**src/rtl/fetch_cycle_if.sv**
```systemverilog
// Instruction-memory request/acknowledge port between the fetch stage and memory.
// The address must stay stable while a request is pending; ack may arrive in the same cycle.
interface fetch_cycle_if #(
  parameter int PC_W    = 18,
  parameter int INSTR_W = 33
);
  logic               imem_req;
  logic [PC_W-1:0]    imem_addr;
  logic               imem_ack;
  logic [INSTR_W-1:0] imem_rdata;

  modport master (output imem_req, imem_addr, input imem_ack, imem_rdata);
  modport slave  (input imem_req, imem_addr, output imem_ack, imem_rdata);
endinterface

```
**src/rtl/fetch_cycle.sv**
```systemverilog
// Instruction-fetch stage with IF/ID register, branch redirect (including redirects
// with a wrong-path fetch outstanding) and a one-entry hold buffer for stalls.
module fetch_cycle #(
  parameter int PC_W     = 18,
  parameter int INSTR_W  = 33,
  parameter int RESET_PC = 0,
  parameter int PC_INC   = 4
) (
  input  logic               clk,
  input  logic               rst,
  input  logic               StallF,
  input  logic               FlushD,
  input  logic               PCSrcE,
  input  logic [PC_W-1:0]    PCTargetE,
  fetch_cycle_if.master      imem,
  output logic [INSTR_W-1:0] InstrD,
  output logic [PC_W-1:0]    PCD,
  output logic [PC_W-1:0]    PCPlus4D,
  output logic               ValidD
);

  localparam logic [PC_W-1:0] RST_PC = PC_W'(RESET_PC);
  localparam logic [PC_W-1:0] INC    = PC_W'(PC_INC);

  typedef enum logic [1:0] {BOOT, FETCH, KILL, HOLD} state_e;

  state_e             state_q, state_d;
  logic [PC_W-1:0]    pcf_q, pcf_d;
  logic [PC_W-1:0]    redir_q, redir_d;
  logic [INSTR_W-1:0] buf_instr_q, buf_instr_d;
  logic [PC_W-1:0]    buf_pc_q, buf_pc_d;
  logic [INSTR_W-1:0] instr_q, instr_d;
  logic [PC_W-1:0]    pcd_q, pcd_d;
  logic [PC_W-1:0]    pcp4_q, pcp4_d;
  logic               valid_q, valid_d;

  logic               deliver;
  logic [INSTR_W-1:0] dlv_instr;
  logic [PC_W-1:0]    dlv_pc;

  assign imem.imem_req  = (state_q == FETCH) || (state_q == KILL);
  assign imem.imem_addr = pcf_q;

  always_comb begin
    state_d     = state_q;
    pcf_d       = pcf_q;
    redir_d     = redir_q;
    buf_instr_d = buf_instr_q;
    buf_pc_d    = buf_pc_q;
    deliver     = 1'b0;
    dlv_instr   = '0;
    dlv_pc      = '0;

    unique case (state_q)
      BOOT: state_d = FETCH;
      FETCH: begin
        if (imem.imem_ack) begin
          if (PCSrcE) begin
            pcf_d = PCTargetE;
          end else begin
            pcf_d = pcf_q + INC;
            if (!StallF) begin
              deliver   = 1'b1;
              dlv_instr = imem.imem_rdata;
              dlv_pc    = pcf_q;
            end else begin
              buf_instr_d = imem.imem_rdata;
              buf_pc_d    = pcf_q;
              state_d     = HOLD;
            end
          end
        end else if (PCSrcE) begin
          // Request cannot be withdrawn: park the target until the wrong-path ack.
          redir_d = PCTargetE;
          state_d = KILL;
        end
      end
      KILL: begin
        if (PCSrcE) redir_d = PCTargetE;
        if (imem.imem_ack) begin
          pcf_d   = PCSrcE ? PCTargetE : redir_q;
          state_d = FETCH;
        end
      end
      HOLD: begin
        if (PCSrcE) begin
          pcf_d       = PCTargetE;
          buf_instr_d = '0;
          buf_pc_d    = '0;
          state_d     = FETCH;
        end else if (!StallF) begin
          deliver   = 1'b1;
          dlv_instr = buf_instr_q;
          dlv_pc    = buf_pc_q;
          state_d   = FETCH;
        end
      end
      default: state_d = BOOT;
    endcase
  end

  always_comb begin
    instr_d = '0;
    pcd_d   = '0;
    pcp4_d  = '0;
    valid_d = 1'b0;
    if (FlushD || PCSrcE) begin
      valid_d = 1'b0;
    end else if (StallF) begin
      instr_d = instr_q;
      pcd_d   = pcd_q;
      pcp4_d  = pcp4_q;
      valid_d = valid_q;
    end else if (deliver) begin
      instr_d = dlv_instr;
      pcd_d   = dlv_pc;
      pcp4_d  = dlv_pc + INC;
      valid_d = 1'b1;
    end
  end

  always_ff @(posedge clk or negedge rst) begin
    if (!rst) begin
      state_q     <= BOOT;
      pcf_q       <= RST_PC;
      redir_q     <= '0;
      buf_instr_q <= '0;
      buf_pc_q    <= '0;
      instr_q     <= '0;
      pcd_q       <= '0;
      pcp4_q      <= '0;
      valid_q     <= 1'b0;
    end else begin
      state_q     <= state_d;
      pcf_q       <= pcf_d;
      redir_q     <= redir_d;
      buf_instr_q <= buf_instr_d;
      buf_pc_q    <= buf_pc_d;
      instr_q     <= instr_d;
      pcd_q       <= pcd_d;
      pcp4_q      <= pcp4_d;
      valid_q     <= valid_d;
    end
  end

  assign InstrD   = instr_q;
  assign PCD      = pcd_q;
  assign PCPlus4D = pcp4_q;
  assign ValidD   = valid_q;

endmodule

```
**src/flat_wrapper.sv**
```systemverilog
// flat-port wrapper written by rule: the top's interface ports become plain ports
module fetch_cycle_flat 
#(
  parameter int PC_W     = 18,
  parameter int INSTR_W  = 33,
  parameter int RESET_PC = 0,
  parameter int PC_INC   = 4
)
  (clk, rst, StallF, FlushD, PCSrcE, PCTargetE, InstrD, PCD, PCPlus4D, ValidD, imem_imem_req, imem_imem_addr, imem_imem_ack, imem_imem_rdata);
  fetch_cycle_if #(.PC_W(PC_W), .INSTR_W(INSTR_W)) imem_i ();
  input  logic clk;
  input  logic rst;
  input  logic StallF;
  input  logic FlushD;
  input  logic PCSrcE;
  input  logic [PC_W-1:0] PCTargetE;
  output logic [INSTR_W-1:0] InstrD;
  output logic [PC_W-1:0] PCD;
  output logic [PC_W-1:0] PCPlus4D;
  output logic ValidD;
  output wire logic [$bits(imem_i.imem_req)-1:0] imem_imem_req;
  output wire logic [$bits(imem_i.imem_addr)-1:0] imem_imem_addr;
  input wire logic [$bits(imem_i.imem_ack)-1:0] imem_imem_ack;
  input wire logic [$bits(imem_i.imem_rdata)-1:0] imem_imem_rdata;
  assign imem_imem_req = imem_i.imem_req;
  assign imem_imem_addr = imem_i.imem_addr;
  assign imem_i.imem_ack = imem_imem_ack;
  assign imem_i.imem_rdata = imem_imem_rdata;
  fetch_cycle #(.PC_W(PC_W), .INSTR_W(INSTR_W), .RESET_PC(RESET_PC), .PC_INC(PC_INC)) u_core (.clk(clk), .rst(rst), .StallF(StallF), .FlushD(FlushD), .PCSrcE(PCSrcE), .PCTargetE(PCTargetE), .imem(imem_i), .InstrD(InstrD), .PCD(PCD), .PCPlus4D(PCPlus4D), .ValidD(ValidD));
endmodule
```
**config.mk**
```make
export PLATFORM = sky130hd
export DESIGN_NAME = fetch_cycle_flat
export DESIGN_NICKNAME = d
export VERILOG_FILES = /design/src/rtl/fetch_cycle_if.sv /design/src/rtl/fetch_cycle.sv /design/src/flat_wrapper.sv
export SDC_FILE = /design/constraint.sdc
export NUM_CORES = 1
export LEC_CHECK = 0
export CAP_MARGIN = 5
export CORE_ASPECT_RATIO = 1.4
export CORE_MARGIN = 1
export CORE_UTILIZATION = 37
export DETAILED_ROUTE_END_ITERATION = 8
export SYNTH_ARGS = -nofsm -noshare
export SYNTH_HDL_FRONTEND = slang
export SYNTH_SLANG_ARGS = --single-unit
```
**constraint.sdc**
```tcl
create_clock -name clk -period 2.5 [get_ports clk]
set_clock_uncertainty 0.2 [all_clocks]
set_input_delay 0.375 -clock clk [delete_from_list [all_inputs] [get_ports clk]]
set_output_delay 0.375 -clock clk [all_outputs]
set_load 0.05 [all_outputs]
```
==> results of run 1 <==
[final timing paths]
path                       slack (ns)             endpoint              start
setup / recovery                -0.09  u_core.PCPlus4D[17]  u_core.state_q[1]
max in group asynchronous        1.02  u_core.PCPlus4D[14]                rst
hold / removal                   0.28     u_core.InstrD[3]   u_core.InstrD[3]
setup reg to reg                -0.09  u_core.PCPlus4D[17]  u_core.state_q[1]
min in group asynchronous        0.29    u_core.InstrD[12]                rst
hold reg to reg                  0.28     u_core.InstrD[3]   u_core.InstrD[3]
[layout by cell type (no fill, tap or decap), drive strengths merged, types with 3 or more instances in the layout]
cell type,Yosys,layout
dfrtp,157,157
clkdlybuf4s50,0,141
buf,12,96
o21ai,91,91
nand2,89,89
a22oi,57,57
a22o,55,55
nor2,22,22
mux2,18,18
a21oi,18,18
clkbuf,49,17
inv,6,16
nand3,11,11
xnor2,10,10
nand4,8,8
xor2,8,8
nor3,7,7
a221oi,6,6
ha,6,6
nand2b,5,5
and4bb,4,5
and2,3,3
a32o,3,3
nor3b,3,3
a31oi,3,3
clkinv,0,3
[timing repair]
action | CTS | global route
resized for setup | 14 | 21
cloned | 1 | 0
pin swaps | 7 | 13
hold endpoints to repair | 53 | 0
hold buffers | 1 | 0
endpoints found under the setup margin | 9 | 18
buffers inserted | 8 | 9
[metal layers]
metal / global-route usage, % / vias to the layer above
met3: 3.508 / 42
met1: 27.33 / 3199
met2: 37.06 / 278
met4: 10.11 / 0
li1: - / 2933
met5: 0 / -
[layout make-up]
class | count | area [um2]
repair buffers | 240 | 2277
inverters | 6 | 22.52
well taps | 248 | 310.3
multi-input cells | 463 | 3173
clock inverters | 15 | 171.4
flip-flops and latches | 157 | 3930
fillers | 1706 | 8833
clock buffers | 17 | 425.4
[where the power goes]
| part | switching (mW) | internal (mW) | total [mW] | leakage [nW] |
|---|---|---|---|---|
| Combinational | 2.28 | 1.81 | 4.09 | 2.01 |
| Sequential | 0.585 | 3.24 | 3.82 | 2.08 |
| Clock | 1.17 | 1.43 | 2.60 | 0.292 |
[sequential cells by signal, indices dropped and copies added (netlist names)]
register,cells
u_core.PCPlus4D,18
u_core.redir_q,18
u_core.PCD,16
u_core.buf_pc_q,18
u_core.state_q,2
u_core.InstrD,33
u_core.imem.imem_addr,18
u_core.buf_instr_q,33
u_core.ValidD,1
[worst max-delay path, cell delays in order (launching register included)]
cell and delay [ns]:
dfrtp_2 0.44, inv_2 0.09, ha_4 0.15, and4bb_4 0.34, buf_6 0.12, a22oi_2 0.10
nor3_4 0.21, nand3_2 0.10, or4_4 0.49, a32o_1 0.24
[stage by stage]
step           util (%)  total power [mW]  std cells  worst slack [ns]
5_1_grt           53.86             11.10       1146           -0.1819
3_5_place_dp      49.32             7.716       1095           -0.5648
2_1_floorplan         -             6.143        686           -0.1378
3_3_place_gp      49.32             7.626       1095           -0.4290
4_1_cts           53.12             10.47       1137          -0.03832
6_report          53.86             10.51       1146          -0.08785
[logic make-up (layout without fill, tap and decap cells)]
logic type	count (synthesis)	count (layout)	synth area share (%)
compound gates	253	253	23.91
simple gates	166	167	11.67
flops	157	157	54.36
buf+inv	67	278	3.895
mux	19	19	2.943
xor+xnor	18	18	2.181
fa+ha+maj	6	6	1.039
==> out/metrics.cfg, run 1 <==
[clocking]
clk_latency_ns = 0.42
clock_path_buffers = 2
clock-root-buffer = clkbuf_16
path_clk_slew_ns = 0.07
h-tree-depth = 4
cts_tree = built
cts_sinks = 157
cts-buffers-inserted = 17

[hold_path]
hold_class = flip-flop to flip-flop
whs_path_depth = 2

[timing]
max_clock_freq_mhz = 386.4
slew_viol_final = 0
slew_headroom_pct = 60.59
fin_crit_ns = 2.588
worst_pin_slew_ns = 0.5893
setup_viol = 4
setup_ws_ns = -0.08785
finalHoldViolCount = 0
finalCritPeriodShare_pct = 103.5
rsz0062_at_grt = true
final.setup.tns_ns = -0.1673
hold_ws_ns = 0.2811

[yosys]
synthArstFlopShare_pct = 100.0
synth_warnings = 0
synthTopCellsByArea = dfrtp_1 (54%), a22o_1 (6.7%), o21ai_0 (6.2%), a22oi_1 (5.8%), nand2_1 (4.6%)
yosys.area.top_type = dfrtp_1
syn_area_mm2 = 0.007227
synth_fp_nets = 749
ys.flop_type = dfrtp_1
syn_inst = 686
yosysTopAreaCellShare_pct = 54.36
ys_types = 59
yosysSeqAreaShare_pct = 54.36
synth_edf_count = 0
ys_top_cells_by_count = dfrtp_1 (157), nand2_1 (89), o21ai_0 (89)
syn_area_per_cell_um2 = 10.53
yosysMostFrequentCell = dfrtp_1
yosys_register_bits = 157

[global_route]
grt_overflow = 0
track_usage_pct = 21.95
grt_pass1_wl_um = 34740
antenna_found_initial = 0
grt_max_degree = 69
grt_pass1_vias = 6672

[placement]
dp_hpwl_um = 14630
gp_congestion = 0.8952
dpl_cell_area_mm2 = 0.009442
port_buffers = 145

[setup_path]
critPathMaxFanout = 7
reg2reg_depth = 9
critical_path_class = flip-flop to flip-flop
cp-end-kind = flip-flop
start_kind = flip-flop
cp.arrival_ns = 2.69
required_ns = 2.60

[pwr]
power_density_mw_per_mm2 = 1019
leakage_nw = 4.378
irDropWorstVdd_mv = 0.8436

[final_layout]
fin_area_mm2 = 0.01031
area_growth_pct = 42.66
nNetsFinal = 948
post_route_cells_drive_above_1_share_pct = 20.71
num_antenna_cells = 0

[drt]
first_iter_violations = 481
first_pass_iters = 6
viasPerCell = 5.630
topRoutingLayerUsed = met4
wl_met3_um = 1193
drt-total-wl_um = 21290
routedWlPerCell_um = 18.58
vias = 6452
postRouteAntennaNets = 0
drcViolationCount = 0
wl_met1_um = 8735
route.met2.wl_um = 10830

[die]
core_area_mm2 = 0.01914
initial_core_util_pct = 37.75
die_h_um = 167.4
rows = 60
die_w_um = 120.1
dieArea_mm2 = 0.02010
io-pin-count = 146

[status]
violations = negative setup slack
outcome = complete, but fails checks

[flow_run]
cap_violations = 0

Note: power is estimated with default switching activity, not from simulation.
==> inputs of run 2 (changes only) <==
--- a/config.mk
+++ b/config.mk
@@ -10,6 +10,8 @@
 export CORE_MARGIN = 1
 export CORE_UTILIZATION = 37
 export DETAILED_ROUTE_END_ITERATION = 8
+export GPL_ROUTABILITY_DRIVEN = 0
+export SLEW_MARGIN = 25
 export SYNTH_ARGS = -nofsm -noshare
 export SYNTH_HDL_FRONTEND = slang
 export SYNTH_SLANG_ARGS = --single-unit
==> results of run 2 <==
Final layout, timing and power as in run 1 (identical DEF).
==> inputs of run 3 (changes only) <==
--- a/config.mk
+++ b/config.mk
@@ -11,7 +11,8 @@
 export CORE_UTILIZATION = 37
 export DETAILED_ROUTE_END_ITERATION = 8
 export GPL_ROUTABILITY_DRIVEN = 0
-export SLEW_MARGIN = 25
+export MAX_ROUTING_LAYER = met4
+export SLEW_MARGIN = 20
 export SYNTH_ARGS = -nofsm -noshare
 export SYNTH_HDL_FRONTEND = slang
 export SYNTH_SLANG_ARGS = --single-unit
==> run 3 against run 2 <==
The flow still finishes with violations (negative setup slack). Non-clock buffer count stayed put. Combinational power barely moved. First-iteration DRC count grew 2.7%. Final cell count stayed put. Clock power hardly changed. Total power barely moved. Sequential share of layout area unchanged. Die area did not move. Critical path depth stayed put.
==> out/metrics.cfg, run 3 (synthesis gave the netlist of run 1 again) <==
[setup_path]
reg2reg_depth = 9  ; unchanged
crit_chain = inv_2, ha_4, and4bb_4, buf_6, a22oi_2, nor3_4, nand3_2, or4_4, a32o_1
cp-end-kind = flip-flop
cp_slowest_cell = or4_4
r2r-start = u_core.state_q[1]
reg2reg_slack_ns = -0.09  ; about the same
critical-path-max-stage-delay_ns = 0.49  ; about the same
required_ns = 2.60  ; about the same
critical_path_class = flip-flop to flip-flop
cp.arrival_ns = 2.69  ; about the same
start_kind = flip-flop
r2r-end = u_core.PCPlus4D[17]
critPathMaxFanout = 7  ; unchanged
cp_top_family = simple AND/OR/NAND/NOR gates
critPathBufInv = 2  ; unchanged

[clocking]
clock_path_buffers = 2  ; unchanged
clock-root-buffer = clkbuf_16
h-tree-depth = 4  ; unchanged
path_clk_slew_ns = 0.07  ; about the same
cts_tree = built
cts-buffers-inserted = 17  ; unchanged
cts_sinks = 157  ; unchanged
clk_latency_ns = 0.42  ; about the same

[drt]
viasPerCell = 5.592  ; -0.68%
postRouteAntennaNets = 0  ; unchanged
drt-total-wl_um = 21300  ; about the same
first_pass_iters = 5  ; -1
drcViolationCount = 0  ; unchanged
routedWlPerCell_um = 18.59  ; about the same
vias = 6408  ; -0.68%
first_iter_violations = 494  ; +2.7%

[placement]
dp.cells = 1095  ; unchanged
port_buffers = 145  ; unchanged
dpl_cell_area_mm2 = 0.009442  ; unchanged
dp_hpwl_um = 14630  ; unchanged

[final_layout]
area_growth_pct = 42.66  ; unchanged
fin_area_mm2 = 0.01031  ; unchanged
multiInputGateArea_mm2 = 0.003173  ; unchanged
nNetsFinal = 948  ; unchanged
layout_commonest_cell = dfrtp_1
post_route_cells_drive_above_1_share_pct = 20.71  ; unchanged
final_cell_mix = dfrtp_1 (156), clkdlybuf4s50_1 (141), nand2_1 (89)
num_antenna_cells = 0  ; unchanged
fillers = 1706  ; unchanged
fin_cells = 1146  ; unchanged
seqCellArea_mm2 = 0.003930  ; unchanged

[hold_path]
whs_path_depth = 2  ; unchanged
min_to = u_core.InstrD[3]
hold_class = flip-flop to flip-flop
hp-start = u_core.InstrD[3]

[timing]
finalHoldViolCount = 0  ; unchanged
max_clock_freq_mhz = 386.4  ; about the same
setup_viol = 3  ; -1
fin_crit_ns = 2.588  ; +0.0002977 ns
worst_pin_slew_ns = 0.5874  ; -0.001918 ns
setup_ws_ns = -0.08815  ; -0.0002977 ns
rsz0062_at_grt = true
finalCritPeriodShare_pct = 103.5  ; about the same
slew_viol_final = 0  ; unchanged
slew_headroom_pct = 60.72  ; +0.13 points

[global_route]
grt_pass1_vias = 6691  ; +0.28%
grt_pass1_wl_um = 34650  ; -0.26%
grt_max_degree = 69  ; unchanged
track_usage_pct = 22.57  ; +0.62 points
grt_overflow = 0  ; unchanged
antenna_found_initial = 0  ; unchanged

[die]
die_w_um = 120.1  ; unchanged
core_area_mm2 = 0.01914  ; unchanged
rows = 60  ; unchanged
initial_core_util_pct = 37.75  ; unchanged
dieArea_mm2 = 0.02010  ; unchanged
io-pin-count = 146  ; unchanged
die_h_um = 167.4  ; unchanged

[pwr]
power_density_mw_per_mm2 = 1019  ; about the same
irDropWorstVdd_mv = 0.8426  ; -0.12%
leakage_nw = 4.378  ; unchanged

[status]
violations = negative setup slack
outcome = complete, but fails checks

[flow_run]
cap_violations = 0  ; unchanged

[run 3: cell counts in the layout (fill, tap and decap cells not counted)]
No cell type changed its count.
[run 3: worst max-delay path by stage]
stage / start / to / slack, ns / cells past startpoint
after detailed placement: StallF / u_core.PCPlus4D[8] / -0.56 / 10
after floorplan: u_core.state_q[0] / u_core.PCPlus4D[17] / -0.14 / 9
after CTS: u_core.state_q[1] / u_core.PCPlus4D[17] / -0.04 / 9
final: u_core.state_q[1] / u_core.PCPlus4D[17] / -0.09 / 9
after global routing: u_core.state_q[0] / u_core.PCPlus4D[17] / -0.18 / 9
after global placement: StallF / u_core.PCPlus4D[17] / -0.43 / 8
[run 3: layout make-up]
type / count / share of cell area [%]
flip-flops and latches: 157 / 38.12
multi-input cells: 463 / 30.78
repair buffers: 240 / 22.09
clock buffers: 17 / 4.126
well taps: 248 / 3.010
clock inverters: 15 / 1.663
inverters: 6 / 0.2184
[run 3: repair_timing]
action	4_1_cts	5_1_grt
pin swaps	7	13
endpoints found under the setup margin	9	18
setup buffers	8	9
hold buffers	1	0
resized for setup	14	21
endpoints found under the hold margin	53	0
cloned	1	0
[run 3: per-stage QoR]
step	utilization [%]	worst slack, ns	power (mW)	setup TNS, ns	hold slack [ns]
2_1_floorplan	-	-0.1378	6.143	-0.2397	-0.1206
3_3_place_gp	49.32	-0.4290	7.626	-6.944	0.1850
3_5_place_dp	49.32	-0.5648	7.716	-9.395	0.1915
4_1_cts	53.12	-0.03832	10.47	-0.03832	0.2859
5_1_grt	53.86	-0.1820	11.10	-0.8799	0.3096
6_report	53.86	-0.08815	10.51	-0.1668	0.2801
[run 3: routing by layer]
layer | vias up | global-route usage [%] | routed length (um)
li1 | 2927 | - | -
met1 | 3220 | 27.28 | 8986
met2 | 220 | 37.18 | 10930
met3 | 41 | 3.781 | 896
met4 | 0 | 9.185 | 485
met5 | - | - | 0
[run 3: power by group]
part | internal, mW | switching, mW
combinational | 1.81 | 2.28
clock | 1.43 | 1.16
sequential | 3.24 | 0.588
[run 3: worst reg2reg max path, stage by stage (launching register included)]
cell,delay (ns)
dfrtp_2,0.44
inv_2,0.09
ha_4,0.15
and4bb_4,0.34
buf_6,0.12
a22oi_2,0.10
nor3_4,0.21
nand3_2,0.11
or4_4,0.49
a32o_1,0.24
